### src/rtl/nibble_sub_pkg.sv
// ---------------------------------------------------------------------------
// nibble_sub_pkg
// Shared definitions for the nibble-serial subtractor: the nibble width
// handled by the shared slice and the controller state encoding.
// ---------------------------------------------------------------------------
package nibble_sub_pkg;

    localparam int NIBBLE_W = 4;

    // Two-bit encoding; the fourth code is never entered.
    typedef enum logic [1:0] {
        IDLE = 2'b00,
        RUN  = 2'b01,
        DONE = 2'b10
    } state_t;

endpackage

### src/rtl/sub_slice4.sv
// ---------------------------------------------------------------------------
// sub_slice4
// Combinational 4-bit ripple-borrow subtractor: o_diff = i_a - i_b - i_bin.
// It is built from four 1-bit subtractor cells chained through their borrows.
//
// Ports:
//   i_a    [3:0]  minuend nibble
//   i_b    [3:0]  subtrahend nibble
//   i_bin         borrow into bit 0
//   o_diff [3:0]  difference nibble
//   o_bout        borrow out of bit 3 (1 means i_a < i_b + i_bin)
// ---------------------------------------------------------------------------
module sub_slice4
    import nibble_sub_pkg::*;
(
    input  logic [NIBBLE_W-1:0] i_a,
    input  logic [NIBBLE_W-1:0] i_b,
    input  logic                i_bin,
    output logic [NIBBLE_W-1:0] o_diff,
    output logic                o_bout
);

    logic [NIBBLE_W:0] w_borrow;

    assign w_borrow[0] = i_bin;

    // Each cell is a full subtractor. It borrows when its minuend bit is 0
    // and its subtrahend bit is 1, or when the two bits are equal and a
    // borrow arrives from the cell below.
    for (genvar g = 0; g < NIBBLE_W; g++) begin : g_cell
        assign o_diff[g]     = i_a[g] ^ i_b[g] ^ w_borrow[g];
        assign w_borrow[g+1] = (~i_a[g] & i_b[g]) | (~(i_a[g] ^ i_b[g]) & w_borrow[g]);
    end

    assign o_bout = w_borrow[NIBBLE_W];

endmodule

### src/rtl/nibble_sub_seq.sv
// ---------------------------------------------------------------------------
// nibble_sub_seq
// Sequential W-bit subtractor, where W = 4*N_NIBBLES. A single 4-bit slice
// computes A - B - Bin one nibble per cycle, least-significant nibble first.
// A register carries the borrow from one cycle to the next.
//
// Ports:
//   in_clk, in_rst_n   clock; synchronous active-low reset
//   in_start           request; accepted in IDLE or DONE
//   in_a, in_b, in_bin operands, captured on the accepting edge
//   out_busy           high while the slice is being stepped (RUN)
//   out_done           one-cycle pulse when the result registers update
//   out_diff           (A - B - Bin) mod 2^W
//   out_bout           final borrow-out (A < B + Bin, unsigned)
//   out_zero           out_diff == 0
// ---------------------------------------------------------------------------
module nibble_sub_seq
    import nibble_sub_pkg::*;
#(
    parameter int N_NIBBLES = 4
) (
    input  logic                        in_clk,
    input  logic                        in_rst_n,
    input  logic                        in_start,
    input  logic [4*N_NIBBLES-1:0]      in_a,
    input  logic [4*N_NIBBLES-1:0]      in_b,
    input  logic                        in_bin,
    output logic                        out_busy,
    output logic                        out_done,
    output logic [4*N_NIBBLES-1:0]      out_diff,
    output logic                        out_bout,
    output logic                        out_zero
);

    localparam int W     = NIBBLE_W * N_NIBBLES;
    localparam int IDX_W = $clog2(N_NIBBLES);

    state_t              r_state;
    state_t              w_nextState;
    logic [IDX_W-1:0]    r_idx;
    logic [W-1:0]        r_a;
    logic [W-1:0]        r_b;
    logic [W-1:0]        r_acc;
    logic                r_borrow;
    logic [W-1:0]        r_diff;
    logic                r_bout;
    logic                r_zero;

    logic                w_accept;
    logic                w_lastNibble;
    logic [IDX_W+1:0]    w_base;
    logic [NIBBLE_W-1:0] w_sliceA;
    logic [NIBBLE_W-1:0] w_sliceB;
    logic [NIBBLE_W-1:0] w_sliceDiff;
    logic                w_sliceBout;
    logic [W-1:0]        w_accNext;

    // A request is taken in IDLE, or in DONE for back-to-back operation.
    // In RUN, in_start is ignored entirely.
    assign w_accept     = in_start && ((r_state == IDLE) || (r_state == DONE));
    assign w_lastNibble = (r_idx == IDX_W'(N_NIBBLES - 1));
    assign w_base       = {r_idx, 2'b00};

    assign w_sliceA = r_a[w_base +: NIBBLE_W];
    assign w_sliceB = r_b[w_base +: NIBBLE_W];

    sub_slice4 u_slice (
        .i_a    (w_sliceA),
        .i_b    (w_sliceB),
        .i_bin  (r_borrow),
        .o_diff (w_sliceDiff),
        .o_bout (w_sliceBout)
    );

    // The accumulator with this cycle's nibble merged in. The zero flag is
    // derived from this value so that it sees the nibble written on the
    // edge that enters DONE.
    always_comb begin
        w_accNext = r_acc;
        w_accNext[w_base +: NIBBLE_W] = w_sliceDiff;
    end

    // State register.
    always_ff @(posedge in_clk) begin
        if (!in_rst_n) begin
            r_state <= IDLE;
        end else begin
            r_state <= w_nextState;
        end
    end

    // Next-state logic. RUN lasts exactly N_NIBBLES cycles and DONE lasts
    // one cycle. The unused code falls back to IDLE.
    always_comb begin
        w_nextState = r_state;
        case (r_state)
            IDLE:    w_nextState = w_accept ? RUN : IDLE;
            RUN:     w_nextState = w_lastNibble ? DONE : RUN;
            DONE:    w_nextState = w_accept ? RUN : IDLE;
            default: w_nextState = IDLE;
        endcase
    end

    // Output decode. It follows the state alone, so busy and done can never
    // be high at the same time.
    always_comb begin
        out_busy = 1'b0;
        out_done = 1'b0;
        case (r_state)
            RUN:     out_busy = 1'b1;
            DONE:    out_done = 1'b1;
            default: ;
        endcase
    end

    // Datapath: operand capture, nibble stepping and borrow chaining. The
    // result registers load only on the edge that writes the last nibble.
    // This lets them hold through IDLE and through the next RUN.
    always_ff @(posedge in_clk) begin
        if (!in_rst_n) begin
            r_idx    <= '0;
            r_a      <= '0;
            r_b      <= '0;
            r_acc    <= '0;
            r_borrow <= 1'b0;
            r_diff   <= '0;
            r_bout   <= 1'b0;
            r_zero   <= 1'b0;
        end else if (w_accept) begin
            r_idx    <= '0;
            r_a      <= in_a;
            r_b      <= in_b;
            r_acc    <= '0;
            r_borrow <= in_bin;
        end else if (r_state == RUN) begin
            r_acc    <= w_accNext;
            r_borrow <= w_sliceBout;
            r_idx    <= w_lastNibble ? '0 : r_idx + IDX_W'(1);
            if (w_lastNibble) begin
                r_diff <= w_accNext;
                r_bout <= w_sliceBout;
                r_zero <= (w_accNext == '0);
            end
        end
    end

    assign out_diff = r_diff;
    assign out_bout = r_bout;
    assign out_zero = r_zero;

endmodule

### config.mk
export PLATFORM = sky130hd
export DESIGN_NAME = nibble_sub_seq
export DESIGN_NICKNAME = d
export VERILOG_FILES = /design/src/rtl/nibble_sub_pkg.sv /design/src/rtl/sub_slice4.sv /design/src/rtl/nibble_sub_seq.sv
export SDC_FILE = /design/constraint.sdc
export NUM_CORES = 1
export LEC_CHECK = 0
export CAP_MARGIN = 0
export CORE_AREA = 2 2 83 77
export DETAILED_ROUTE_END_ITERATION = 16
export DIE_AREA = 0 0 85 79
export PLACE_DENSITY = 0.83
export SLEW_MARGIN = 15
export SYNTH_ARGS = -nofsm -noshare
export SYNTH_HDL_FRONTEND = slang
export SYNTH_HIERARCHICAL = 1
export SYNTH_SLANG_ARGS = --single-unit
### constraint.sdc
create_clock -name in_clk -period 7.65 [get_ports in_clk]
set_input_delay 1.53 -clock in_clk [delete_from_list [all_inputs] [get_ports in_clk]]
set_output_delay 1.53 -clock in_clk [all_outputs]
set_load 0.01 [all_outputs]
## Yosys cells after proc, flatten, opt, wreduce, memory -nomap -nowiden

Cells that the tools add are included.

- Multiplexer cells: 9
- Bitwise logic cells: 30
- Reductions and logical operators: 8
- Shift-type cells: 4
- Equality and inequality tests: 3
- Add/subtract/negate cells: 2

Operators by type and width:

| kind | count |
|---|---|
| $shiftx A16 B5 Y4 | 2 |
| $bwmux W16 | 1 |
| $logic_not A16 Y1 | 1 |
| $shift A4 B6 Y16 const A | 1 |
| $shiftx A4 B6 Y16 | 1 |
| $not A1 Y1 | 10 |
| $and A1 B1 Y1 | 8 |
| $xor A1 B1 Y1 | 8 |
| $neg A4 Y6 | 1 |
| $mux W1 | 5 |
| $eq A2 B2 Y1 const B | 2 |
| $mux W2 | 2 |
| $or A1 B1 Y1 | 4 |
| $pmux W2 S2 | 1 |
| $reduce_or A2 Y1 | 2 |
| $reduce_and A3 Y1 | 1 |
| $add A2 B1 Y2 const B | 1 |
| $eq A2 B1 Y1 const B | 1 |
| $logic_not A2 Y1 | 1 |
| $reduce_bool A2 Y1 | 1 |
| $logic_and A1 B1 Y1 | 1 |
| $logic_or A1 B1 Y1 | 1 |

- Bits in registers: 71
- Input port bits: 36
- Output and inout port bits: 20
- Logic and storage cells: 65

## Longest topological paths before layout

Gate-level depths: netlist of the first run.

- Word-level depth: 13
- Depth in mapped cells: 15
- Depth with buffers taken out: 13

## By module

The synthesis of the first run kept the hierarchy.

By module, submodules not included:

| module | instances | area an instance (um^2) | seq. area each (um^2) | cells each |
|---|---|---|---|---|
| nibble_sub_seq | 1 | 3,085.5 | 1,421.4 | 363 |
| sub_slice4 | 1 | 117.6 | 0.0 | 14 |

## Worst setup path before layout of the first run

No wires, ideal clock.

- Path kind: register to register
- Start: register r_idx[0]
- End: register r_zero (netlist: out_zero)
- Setup slack: 3.880 ns
- Data arrival time: 3.675 ns
- Cell stages (with the launch flop): 16
- Buffers on the path: 2
- Library setup time: 0.096 ns
- Period minus slack after synthesis: 3.770 ns
- Required time: 7.554 ns
- Path through: dfxtp_1 buf_2 mux4_2 inv_1 fa_1 inv_1 fa_1 fa_1 inv_1 fa_1 clkbuf_1 o21ai_0 nand2b_1 a32oi_1 nand4_1 o41ai_2

- Longest elaborated chain between the ends: 13
- Elaborated cells on any way between the ends: 32
- Those cells by class: add/sub: 1; eq/ne: 1; shift: 4; mux: 1; bitwise: 23; reduce/logical: 2

Ends and longest elaborated chain:

| element | RTL line | RTL |
|---|---|---|
| from (decl) | nibble_sub_seq.sv:40 | `logic [IDX_W-1:0] r_idx;` |
| from (signal assigned) | nibble_sub_seq.sv:138 | `r_idx <= w_lastNibble ? '0 : r_idx + IDX_W'(1);` |
| $shiftx A16 B5 Y4 (*) | nibble_sub_seq.sv:65 | `assign w_sliceB = r_b[w_base +: NIBBLE_W];` |
| via w_sliceB[0] | nibble_sub_seq.sv:53 | `logic [NIBBLE_W-1:0] w_sliceB;` |
| $xor A1 B1 Y1 | sub_slice4.sv:32 | `assign w_borrow[g+1] = (~i_a[g] & i_b[g]) \| (~(i_a[g] ^ i_b[g]) & w_borrow[g]);` |
| $not A1 Y1 | sub_slice4.sv:32 |  |
| $and A1 B1 Y1 | sub_slice4.sv:32 |  |
| $or A1 B1 Y1 (*) | sub_slice4.sv:32 |  |
| $and A1 B1 Y1 (*) | sub_slice4.sv:32 |  |
| $or A1 B1 Y1 (*) | sub_slice4.sv:32 |  |
| $and A1 B1 Y1 (*) | sub_slice4.sv:32 |  |
| $or A1 B1 Y1 (*) | sub_slice4.sv:32 |  |
| $xor A1 B1 Y1 (*) | sub_slice4.sv:31 | `assign o_diff[g] = i_a[g] ^ i_b[g] ^ w_borrow[g];` |
| via w_sliceDiff[3] | nibble_sub_seq.sv:54 | `logic [NIBBLE_W-1:0] w_sliceDiff;` |
| $shiftx A4 B6 Y16 (*) | nibble_sub_seq.sv:80 | `w_accNext[w_base +: NIBBLE_W] = w_sliceDiff;` |
| $bwmux W16 (*) | nibble_sub_seq.sv:80 |  |
| $logic_not A16 Y1 (*) | nibble_sub_seq.sv:142 | `r_zero <= (w_accNext == '0);` |
| to (signal assigned) | nibble_sub_seq.sv:142 |  |
| to (decl) | nibble_sub_seq.sv:47 | `logic r_zero;` |

Mark *: on every way through the listed nets, which the timed path passes. The rest lies on a longest branch.
A chain may end at the register's enable or synchronous reset.

## Worst setup path after layout of the first run

Ends and elaborated chain as after synthesis.

==> out/qor.yml, run 1 <==
cells_and_area:
  final_core_util: 0.6813
  final_cells: 496
  multi_input_area_um2: 1615
  n_antenna_cell: 0
  regArea_um2: 1421
  drive_above_1_share: 0.07783
  area_delta_synth_final_pct: 25.74
  final_common_cell: "nand2_1"
  layout_common_cells: "79 x nand2_1, 71 x dfxtp_1, 55 x clkdlybuf4s50_1"
  fin_nets: 465
  nFillCells: 505
die:
  top_level_ports: 56
  die_area_um2: 6715
  initial_utilization: 0.5418
  row_count: 27
  die_h_um: 79
  core-area_um2: 5912
  die_w_um: 85
routing:
  drtIter0Drc: 163
  drt_first_pass_iters: 4
  route.detailed.drc: 0
  vias: 2745
  wirelength_um: 7362
  post_drt_via_cell_ratio: 5.534
  wl_per_cell_um: 14.84
  antenna_left: 0
global_routing:
  grt_overflow: 0
  grt.total_usage: 0.2351
  grtUsageMet2: 0.4000
  met3_usage: 0.06237
  antenna_found_initial: 0
  use_met1: 0.2880
  grt_max_degree: 51
  grt_pass1_vias: 2752
  grt_pass1_wl_um: 12570
  grt_busiest_layer: "met2"
worst_setup_path:
  cp_common_cell: "fa_1"
  critPathMaxFanout: 18
  cp-end-kind: "register"
  required_ns: 7.92
  path_cells: "mux4_2 > inv_1 > fa_1 > inv_1 > fa_1 > fa_1 > inv_1 > fa_1 > o21ai_0 > nand2b_1 > a32oi_1 > nand4_1 > o41ai_2"
  slowest_stage: "dfxtp_1"
  worstSetupStartpointType: "register"
  critPathMaxStageDelay_ns: 0.86
  crit_type: "reg2reg"
  crit_arrival_ns: 4.38
yosys:
  syn_nets: 423
  synth-xor-area-share: 0
  synth_top_family_by_area: "simple AND/OR/NAND/NOR gates"
  ys_seq_elements: 71
  synth-compound-area-share: 0.1922
  synthCells: 377
  ys_warn_count: 6
  synthMuxAreaShare: 0.05977
  synth.avg_cell_area_um2: 8.496
  ys_seq_area_frac: 0.4438
  netlist_area_um2: 3203
  synth_top_area_share: 0.4438
  synth_edf_count: 0
  synth_fa_ha_area_frac: 0.04844
  synth_cell_types: 41
  synth-async-reset-ratio: 0
  ys.flop_type: "dfxtp_1"
  yosys.area.top_type: "dfxtp_1"
  synthSimpleGateAreaFrac: 0.2016
  synth_area_leaders: "dfxtp_1 44%, nand2_1 9.3%, a21oi_1 6.6%, a211oi_1 5.9%, mux4_2 5.6%"
timing:
  max-slew-margin-rel: 0.3225
  post-route-min-period_ns: 4.116
  final-setup-viol-count: 0
  rsz0062_at_grt: "false"
  slew_violations: 0
  setup_tns_ns: 0
  finalHoldViolCount: 0
  fin_worst_skew_ns: 0.008520
  fmax_mhz: 242.9
  timing.final.crit_share: 0.5381
  tightestPinTransition_ns: 1.016
placement:
  io_buffer_count: 55
  dp_cells: 480
  dp_hpwl_um: 5018
  gp_congestion: 0.8711
pwr:
  ir_worst_vdd_uv: 169.9
  p_per_area_nw_per_um2: 226.4
  power.leakage_uw: 0.001440
cts:
  clk_pin_slew_ns: 0.08
  h-tree-depth: 3
  cts.sinks: 71
  postCtsHoldBufs: 0
  tritoncts: "done"
  cts_buffers: 9
  postCtsSetupRepairBufs: 0
  cts_buffer_depth: 2
  cts_resized: 0
  clk_latency_ns: 0.35
  cts.root.buffer_cell: "clkbuf_8"
job:
  cap_violations: 0
hold_path:
  hp-class: "reg2reg"
outcome:
  status: "finished clean"
-- routing by layer --
layer	share of wire	wire length (um)
met1	0.44	3213
met2	0.51	3769
met3	0.046	340
met4	0.0053	39
met5	0	0
-- state kept, by name, indices dropped and copies added, names as in the netlist --
name	cells
out_diff	16
r_a	16
r_acc	16
r_b	16
r_idx	2
r_state	2
out_bout	1
out_zero	1
r_borrow	1
-- final timing paths --
kind         cells after the start                   from  slack [ns]               endpoint
max                             13  r_idx[0]$_SDFFE_PP0P_        3.53  out_zero$_SDFFE_PN0P_
min                              2   r_a[15]$_SDFFE_PN0P_        0.46   r_a[15]$_SDFFE_PN0P_
max reg2reg                     13  r_idx[0]$_SDFFE_PP0P_        3.53  out_zero$_SDFFE_PN0P_
min reg2reg                      2   r_a[15]$_SDFFE_PN0P_        0.46   r_a[15]$_SDFFE_PN0P_
-- Yosys cell counts, types with 3 or more instances --
library cell and instances:
fa_1 4, mux4_2 8, nor2b_1 12, a211oi_1 25, a21oi_1 42, clkbuf_1 24, dfxtp_1 71, ha_1 6
nor2_1 42, a22oi_1 4, a32oi_1 5, nand2_1 79, inv_1 15, nor3_1 3, nand2b_1 3, a31oi_1 4
-- cells by family (layout without fill, tap and decap cells) --
group,Yosys count,in the layout
compound gates,92,92
fa+ha+maj,10,10
buf+inv,44,91
flops,71,71
mux,9,9
simple gates,151,151
-- critical path, delay by kind of cell, from the launching register on --
kind                     cells  cell delay, ns
AO/OA/AOI/OAI                3            0.73
adder cells (fa/ha/maj)      4            1.44
buffers and inverters        3            0.21
flip-flops                   1            0.86
multiplexers                 1            0.59
AND/OR/NAND/NOR              2            0.21
-- power by group --
part           internal [uW]  total, uW  switching (uW)
clock network            244        385             141
logic                   55.7        130            74.6
registers                385        397            11.6
-- final cells by class --
type | count | share of cell area
Timing Repair Buffer | 58 | 0.1423
Clock buffer | 12 | 0.04101
Clock inverter | 4 | 0.02454
Sequential cell | 71 | 0.3529
Tap cell | 72 | 0.02237
Multi-Input combinational cell | 262 | 0.4011
Inverter | 17 | 0.01584
-- stage by stage --
step                cell area (um^2)  power [uW]  setup WS [ns]  hold slack (ns)
floorplan                       3203       489.9          3.880           0.4331
global placement                3759       528.7          3.666           0.4404
detailed placement              3759       532.9          3.493           0.4469
CTS                             4023       916.2          3.484           0.4588
global route                    4028       948.4          3.211           0.4855
finish                          4028       912.0          3.534           0.4583
Note: power is estimated with default switching activity, not from simulation.
==> inputs of run 2 (changes only) <==
--- a/config.mk
+++ b/config.mk
@@ -6,10 +6,10 @@
 export NUM_CORES = 1
 export LEC_CHECK = 0
 export CAP_MARGIN = 0
-export CORE_AREA = 2 2 83 77
+export CORE_AREA = 2 2 86 80
 export DETAILED_ROUTE_END_ITERATION = 16
-export DIE_AREA = 0 0 85 79
-export PLACE_DENSITY = 0.83
+export DIE_AREA = 0 0 88 82
+export PLACE_DENSITY = 0.77
 export SLEW_MARGIN = 15
 export SYNTH_ARGS = -nofsm -noshare
 export SYNTH_HDL_FRONTEND = slang
==> constraint.sdc (replaced) <==
create_clock -name in_clk -period 4.1 [get_ports in_clk]
set_input_delay 0.82 -clock in_clk [delete_from_list [all_inputs] [get_ports in_clk]]
set_output_delay 0.82 -clock in_clk [all_outputs]
set_load 0.01 [all_outputs]
==> out/qor.yml, run 2 (same netlist as run 1, synthesis figures left out) <==
cts:
  cts_buffers: 9  # unchanged
  clk_latency_ns: 0.35  # about the same
  tritoncts: "done"
  postCtsSetupRepairBufs: 0  # unchanged
  h-tree-depth: 3  # unchanged
  cts_buffer_depth: 2  # unchanged
  cts.root.buffer_cell: "clkbuf_8"
  postCtsHoldBufs: 0  # unchanged
  cts.sinks: 71  # unchanged
  clk_pin_slew_ns: 0.08  # about the same
  cts_resized: 0  # unchanged
worst_setup_path:
  critPathBufInv: 3  # unchanged
  crit_arrival_ns: 4.04  # -0.34 ns
  slowest_stage: "fa_1"
  crit_type: "reg2reg"
  cp-end-kind: "register"
  path_delay_family: "adder cells"
  path_cells: "buf_4 > mux4_2 > fa_1 > inv_1 > fa_1 > fa_1 > inv_1 > fa_1 > o21ai_0 > nand2b_1 > a32oi_1 > nand4_1 > o41ai_2"
  worstSetupStartpointType: "register"
  critPathMaxStageDelay_ns: 0.58  # -0.28 ns
  critPathMaxFanout: 8  # -10
  cp_common_cell: "fa_1"
  required_ns: 4.34  # -3.58 ns
placement:
  placed_cell_area_um2: 3804  # +1.2%
  gp_congestion: 0.8231  # -5.5%
  dp_hpwl_um: 5128  # +2.2%
  pre_cts_slack_ns: 0.3215  # -3.171 ns
  io_buffer_count: 55  # unchanged
global_routing:
  grt_max_degree: 52  # +2.0%
  met3_usage: 0.05126  # -0.01111
  grt_overflow: 0  # unchanged
  antenna_found_initial: 0  # unchanged
  grt_pass1_wl_um: 11920  # -5.2%
  grt_pass1_vias: 2569  # -6.6%
  use_met1: 0.2655  # -0.02245
  grt.total_usage: 0.2151  # -0.01997
  grt_busiest_layer: "met2"
  grtUsageMet2: 0.3591  # -0.04091
pwr:
  p_per_area_nw_per_um2: 399.7  # +77%
  power.leakage_uw: 0.001432  # -0.53%
  p_total_uw: 1611  # +77%
  ir_worst_vdd_uv: 239.5  # +41%
timing:
  final-setup-viol-count: 0  # unchanged
  setup_slack_ns: 0.3040  # -3.230 ns
  timing.final.crit_share: 0.9259  # +0.3878
  fin_worst_skew_ns: 0.009724  # +0.001204 ns
  tightestPinTransition_ns: 0.9937  # -0.02253 ns
  slew_violations: 0  # unchanged
  setup_tns_ns: 0  # unchanged
  rsz0062_at_grt: "false"
  finalHoldViolCount: 0  # unchanged
  fmax_mhz: 263.4  # +8.4%
  post-route-min-period_ns: 3.796  # -0.3204 ns
  max-slew-margin-rel: 0.3375  # +0.01502
die:
  die_area_um2: 7216  # +7.5%
  die_h_um: 82  # +3.8%
  row_count: 28  # +3.7%
  core-area_um2: 6341  # +7.3%
  top_level_ports: 56  # unchanged
  initial_utilization: 0.5051  # -0.03667
  die_w_um: 88  # +3.5%
job:
  cap_violations: 0  # unchanged
routing:
  drtIter0Drc: 181  # +11%
  antenna_left: 0  # unchanged
  vias: 2715  # -1.1%
  post_drt_via_cell_ratio: 5.251  # -5.1%
  wl_per_cell_um: 14.01  # -5.6%
  wirelength_um: 7242  # -1.6%
  route.detailed.drc: 0  # unchanged
  drt_first_pass_iters: 4  # unchanged
cells_and_area:
  area_delta_synth_final_pct: 25.86  # about the same
  nFillCells: 570  # +13%
  layout_common_cells: "79 x nand2_1, 71 x dfxtp_1, 55 x clkdlybuf4s50_1"
  fin_nets: 468  # +0.65%
  final_area_um2: 4031  # about the same
  drive_above_1_share: 0.08197  # +0.004137
  final_common_cell: "nand2_1"
  n_antenna_cell: 0  # unchanged
  final_core_util: 0.6358  # -0.04552
hold_path:
  hp-class: "reg2reg"
outcome:
  status: "finished clean"
==> run 2: cell types whose count changed in the layout (fill, tap and decap cells not counted), sizes merged <==
cell | before | now
buf | 3 | 6
clkinv | 2 | 4
bufinv | 3 | 2
clkbuf | 12 | 11
clkinvlp | 0 | 1
inv | 16 | 15
==> run 2: metrics by stage <==
| step | instances | hold WS [ns] |
|---|---|---|
| after floorplan | 377 | 0.4331 |
| after global placement | 501 | 0.4406 |
| after detailed placement | 501 | 0.4451 |
| after CTS | 517 | 0.4548 |
| after global routing | 517 | 0.4732 |
| final | 517 | 0.4525 |
==> run 2: final timing paths <==
path                            slack (ns)  depth (start not counted)                   from                    end
worst min-delay path                  0.45                          2   r_b[11]$_SDFFE_PN0P_   r_b[11]$_SDFFE_PN0P_
worst max-delay path                  0.30                         13  r_idx[0]$_SDFFE_PP0P_  out_zero$_SDFFE_PN0P_
worst min register to register        0.45                          2   r_b[11]$_SDFFE_PN0P_   r_b[11]$_SDFFE_PN0P_
worst max register to register        0.30                         13  r_idx[0]$_SDFFE_PP0P_  out_zero$_SDFFE_PN0P_
==> run 2: cell type report <==
class	instances	area, um^2	area share
Clock buffer	11	141.4	0.03507
Clock inverter	5	81.33	0.02017
Inverter	17	63.81	0.01583
Multi-Input combinational cell	262	1615	0.4007
Sequential cell	71	1421	0.3526
Tap cell	90	112.6	0.02793
Timing Repair Buffer	61	595.6	0.1477
==> run 2: tightest hold or removal path: cells and delay by family (launching register included) <==
kind	cells	cell delay [ns]
and+or+nand+nor	1	0.05
DFF	1	0.31
AOI/OAI and AO/OA	1	0.05
==> run 2: layer usage <==
metal  wire (um)  vias up
li1            -     1389
met5           0        -
met1        3187     1225
met3         430       14
met4         111        0
met2        3512       87
==> run 2: report_power, final <==
| part | internal (uW) | switching, uW | leakage [uW] |
|---|---|---|---|
| Sequential | 718 | 18.9 | 0.000579 |
| Combinational | 106 | 143 | 0.000744 |
| Clock | 359 | 266 | 0.000110 |
==> inputs of run 3 (changes only) <==
--- a/config.mk
+++ b/config.mk
@@ -7,10 +7,11 @@
 export LEC_CHECK = 0
 export CAP_MARGIN = 0
 export CORE_AREA = 2 2 86 80
+export CTS_CLUSTER_SIZE = 25
 export DETAILED_ROUTE_END_ITERATION = 16
 export DIE_AREA = 0 0 88 82
 export PLACE_DENSITY = 0.77
-export SLEW_MARGIN = 15
+export SLEW_MARGIN = 5
 export SYNTH_ARGS = -nofsm -noshare
 export SYNTH_HDL_FRONTEND = slang
 export SYNTH_HIERARCHICAL = 1
==> out/qor.yml, run 3 (same netlist as run 1, synthesis figures left out) <==
outcome:
  status: "finished clean"
routing:
  post_drt_via_cell_ratio: 5.257  # +0.11%
  drtIter0Drc: 188  # +3.9%
  route.detailed.drc: 0  # unchanged
  wirelength_um: 7215  # -0.37%
  wl_per_cell_um: 13.96  # -0.37%
  drt_first_pass_iters: 4  # unchanged
  antenna_left: 0  # unchanged
  vias: 2718  # +0.11%
pwr:
  clockPowerShare: 0.389  # about the same
  power.switching_uw: 427.7  # about the same
  internal_power_uw: 1183  # about the same
  switching_share: 0.2655  # about the same
  p_per_area_nw_per_um2: 400.0  # about the same
  p_seq_frac: 0.457  # about the same
  power.leakage_uw: 0.001428  # -0.30%
  ir_worst_vdd_uv: 238.8  # -0.27%
  comb_power_share: 0.154  # about the same
timing:
  finalHoldViolCount: 0  # unchanged
  fin_worst_skew_ns: 0.009882  # +0.0001576 ns
  fmax_mhz: 264.2  # +0.28%
  max-slew-margin-rel: 0.2411  # -0.09644
  timing.final.crit_share: 0.9232  # -0.002612
  setup_tns_ns: 0  # unchanged
  slew_violations: 0  # unchanged
  tightestPinTransition_ns: 1.133  # +0.1395 ns
  post-route-min-period_ns: 3.785  # -0.01071 ns
  rsz0062_at_grt: "false"
  final-setup-viol-count: 0  # unchanged
global_routing:
  grt_pass1_vias: 2569  # unchanged
  grt_max_degree: 52  # unchanged
  grt_overflow: 0  # unchanged
  grt.total_usage: 0.2151  # unchanged
  antenna_found_initial: 0  # unchanged
  grt_pass1_wl_um: 11920  # unchanged
cells_and_area:
  n_antenna_cell: 0  # unchanged
  regArea_um2: 1421  # unchanged
  multi_input_area_um2: 1610  # -0.31%
  final_core_util: 0.6350  # -0.0007900
  area_delta_synth_final_pct: 25.70
  final_common_cell: "nand2_1"
  fin_nets: 468  # unchanged
  nFillCells: 571  # +0.18%
  layout_common_cells: "79 x nand2_1, 71 x dfxtp_1, 55 x clkdlybuf4s50_1"
  drive_above_1_share: 0.08197  # unchanged
die:
  die_area_um2: 7216  # unchanged
  die_w_um: 88  # unchanged
  initial_utilization: 0.5051  # unchanged
  top_level_ports: 56  # unchanged
  row_count: 28  # unchanged
  core-area_um2: 6341  # unchanged
  die_h_um: 82  # unchanged
placement:
  dp_hpwl_um: 5128  # unchanged
  io_buffer_count: 55  # unchanged
  gp_congestion: 0.8231  # unchanged
cts:
  postCtsSetupRepairBufs: 0  # unchanged
  cts.sinks: 71  # unchanged
  h-tree-depth: 3  # unchanged
  cts_buffers: 9  # unchanged
  tritoncts: "done"
  cts_resized: 0  # unchanged
  cts.root.buffer_cell: "clkbuf_8"
  clk_latency_ns: 0.35  # about the same
  postCtsHoldBufs: 0  # unchanged
  clk_pin_slew_ns: 0.08  # about the same
  cts_buffer_depth: 2  # unchanged
job:
  cap_violations: 0  # unchanged
worst_setup_path:
  crit_type: "reg2reg"
  required_ns: 4.35  # about the same
  critPathMaxFanout: 8  # unchanged
  worstSetupStartpointType: "register"
  crit_arrival_ns: 4.03  # about the same
  cp-end-kind: "register"
hold_path:
  hp-class: "reg2reg"
## run 3: cell types whose count changed in the layout (fill, tap and decap cells not counted)
cell	previous run	this run
nor2b_2	0	1
nor2b_4	1	0
## run 3: power groups by stage
stage | Sequential, uW | Combinational [uW] | Clock (uW)
floorplan | 746 | 168 | 0
CTS | 737 | 247 | 635
global placement | 752 | 241 | 0
detailed placement | 753 | 246 | 0
global route | 740 | 278 | 671
finish | 737 | 247 | 626
## run 3: stage by stage
| stage | instances | worst slack [ns] | hold WS [ns] | power, uW | instance area (um^2) |
|---|---|---|---|---|---|
| 6_report | 517 | 0.3147 | 0.4529 | 1611 | 4026 |
| 5_1_grt | 517 | 0.03754 | 0.4732 | 1689 | 4026 |
| 4_1_cts | 517 | 0.2960 | 0.4548 | 1618 | 4026 |
| 3_5_place_dp | 501 | 0.3215 | 0.4451 | 998.5 | 3804 |
| 3_3_place_gp | 501 | 0.4949 | 0.4406 | 992.5 | 3804 |
| 2_1_floorplan | 377 | 0.3296 | 0.4331 | 914.0 | 3203 |
## run 3: area by class of cell
| class | instances | share of cell area |
|---|---|---|
| clock buffer | 11 | 0.03512 |
| clock inverter | 5 | 0.02020 |
| inverter | 17 | 0.01585 |
| multi-input combinational | 262 | 0.3999 |
| sequential | 71 | 0.3530 |
| tap | 90 | 0.02797 |
| timing repair buffer | 61 | 0.1479 |
## run 3: routing by layer
layer	wire [um]	GRT usage	vias to the layer above
met5	0	0	-
met4	137	0.09385	0
met3	445	0.05126	19
met2	3496	0.3591	91
met1	3136	0.2655	1219
li1	-	-	1389
## run 3: critical path: stages (launching register included)
cell	delay (ns)
dfxtp_1	0.51
buf_4	0.22
mux4_2	0.52
fa_1	0.43
inv_1	0.08
fa_1	0.18
fa_1	0.16
inv_1	0.05
fa_1	0.58
o21ai_0	0.21
nand2b_1	0.07
a32oi_1	0.19
nand4_1	0.13
o41ai_2	0.34
## run 3: final timing paths
kind                                             from                     to  slack, ns  depth (start not counted)
worst max register to register  r_idx[0]$_SDFFE_PP0P_  out_zero$_SDFFE_PN0P_       0.31                         13
worst min register to register   r_b[11]$_SDFFE_PN0P_   r_b[11]$_SDFFE_PN0P_       0.45                          2
worst max-delay path            r_idx[0]$_SDFFE_PP0P_  out_zero$_SDFFE_PN0P_       0.31                         13
worst min-delay path             r_b[11]$_SDFFE_PN0P_   r_b[11]$_SDFFE_PN0P_       0.45                          2
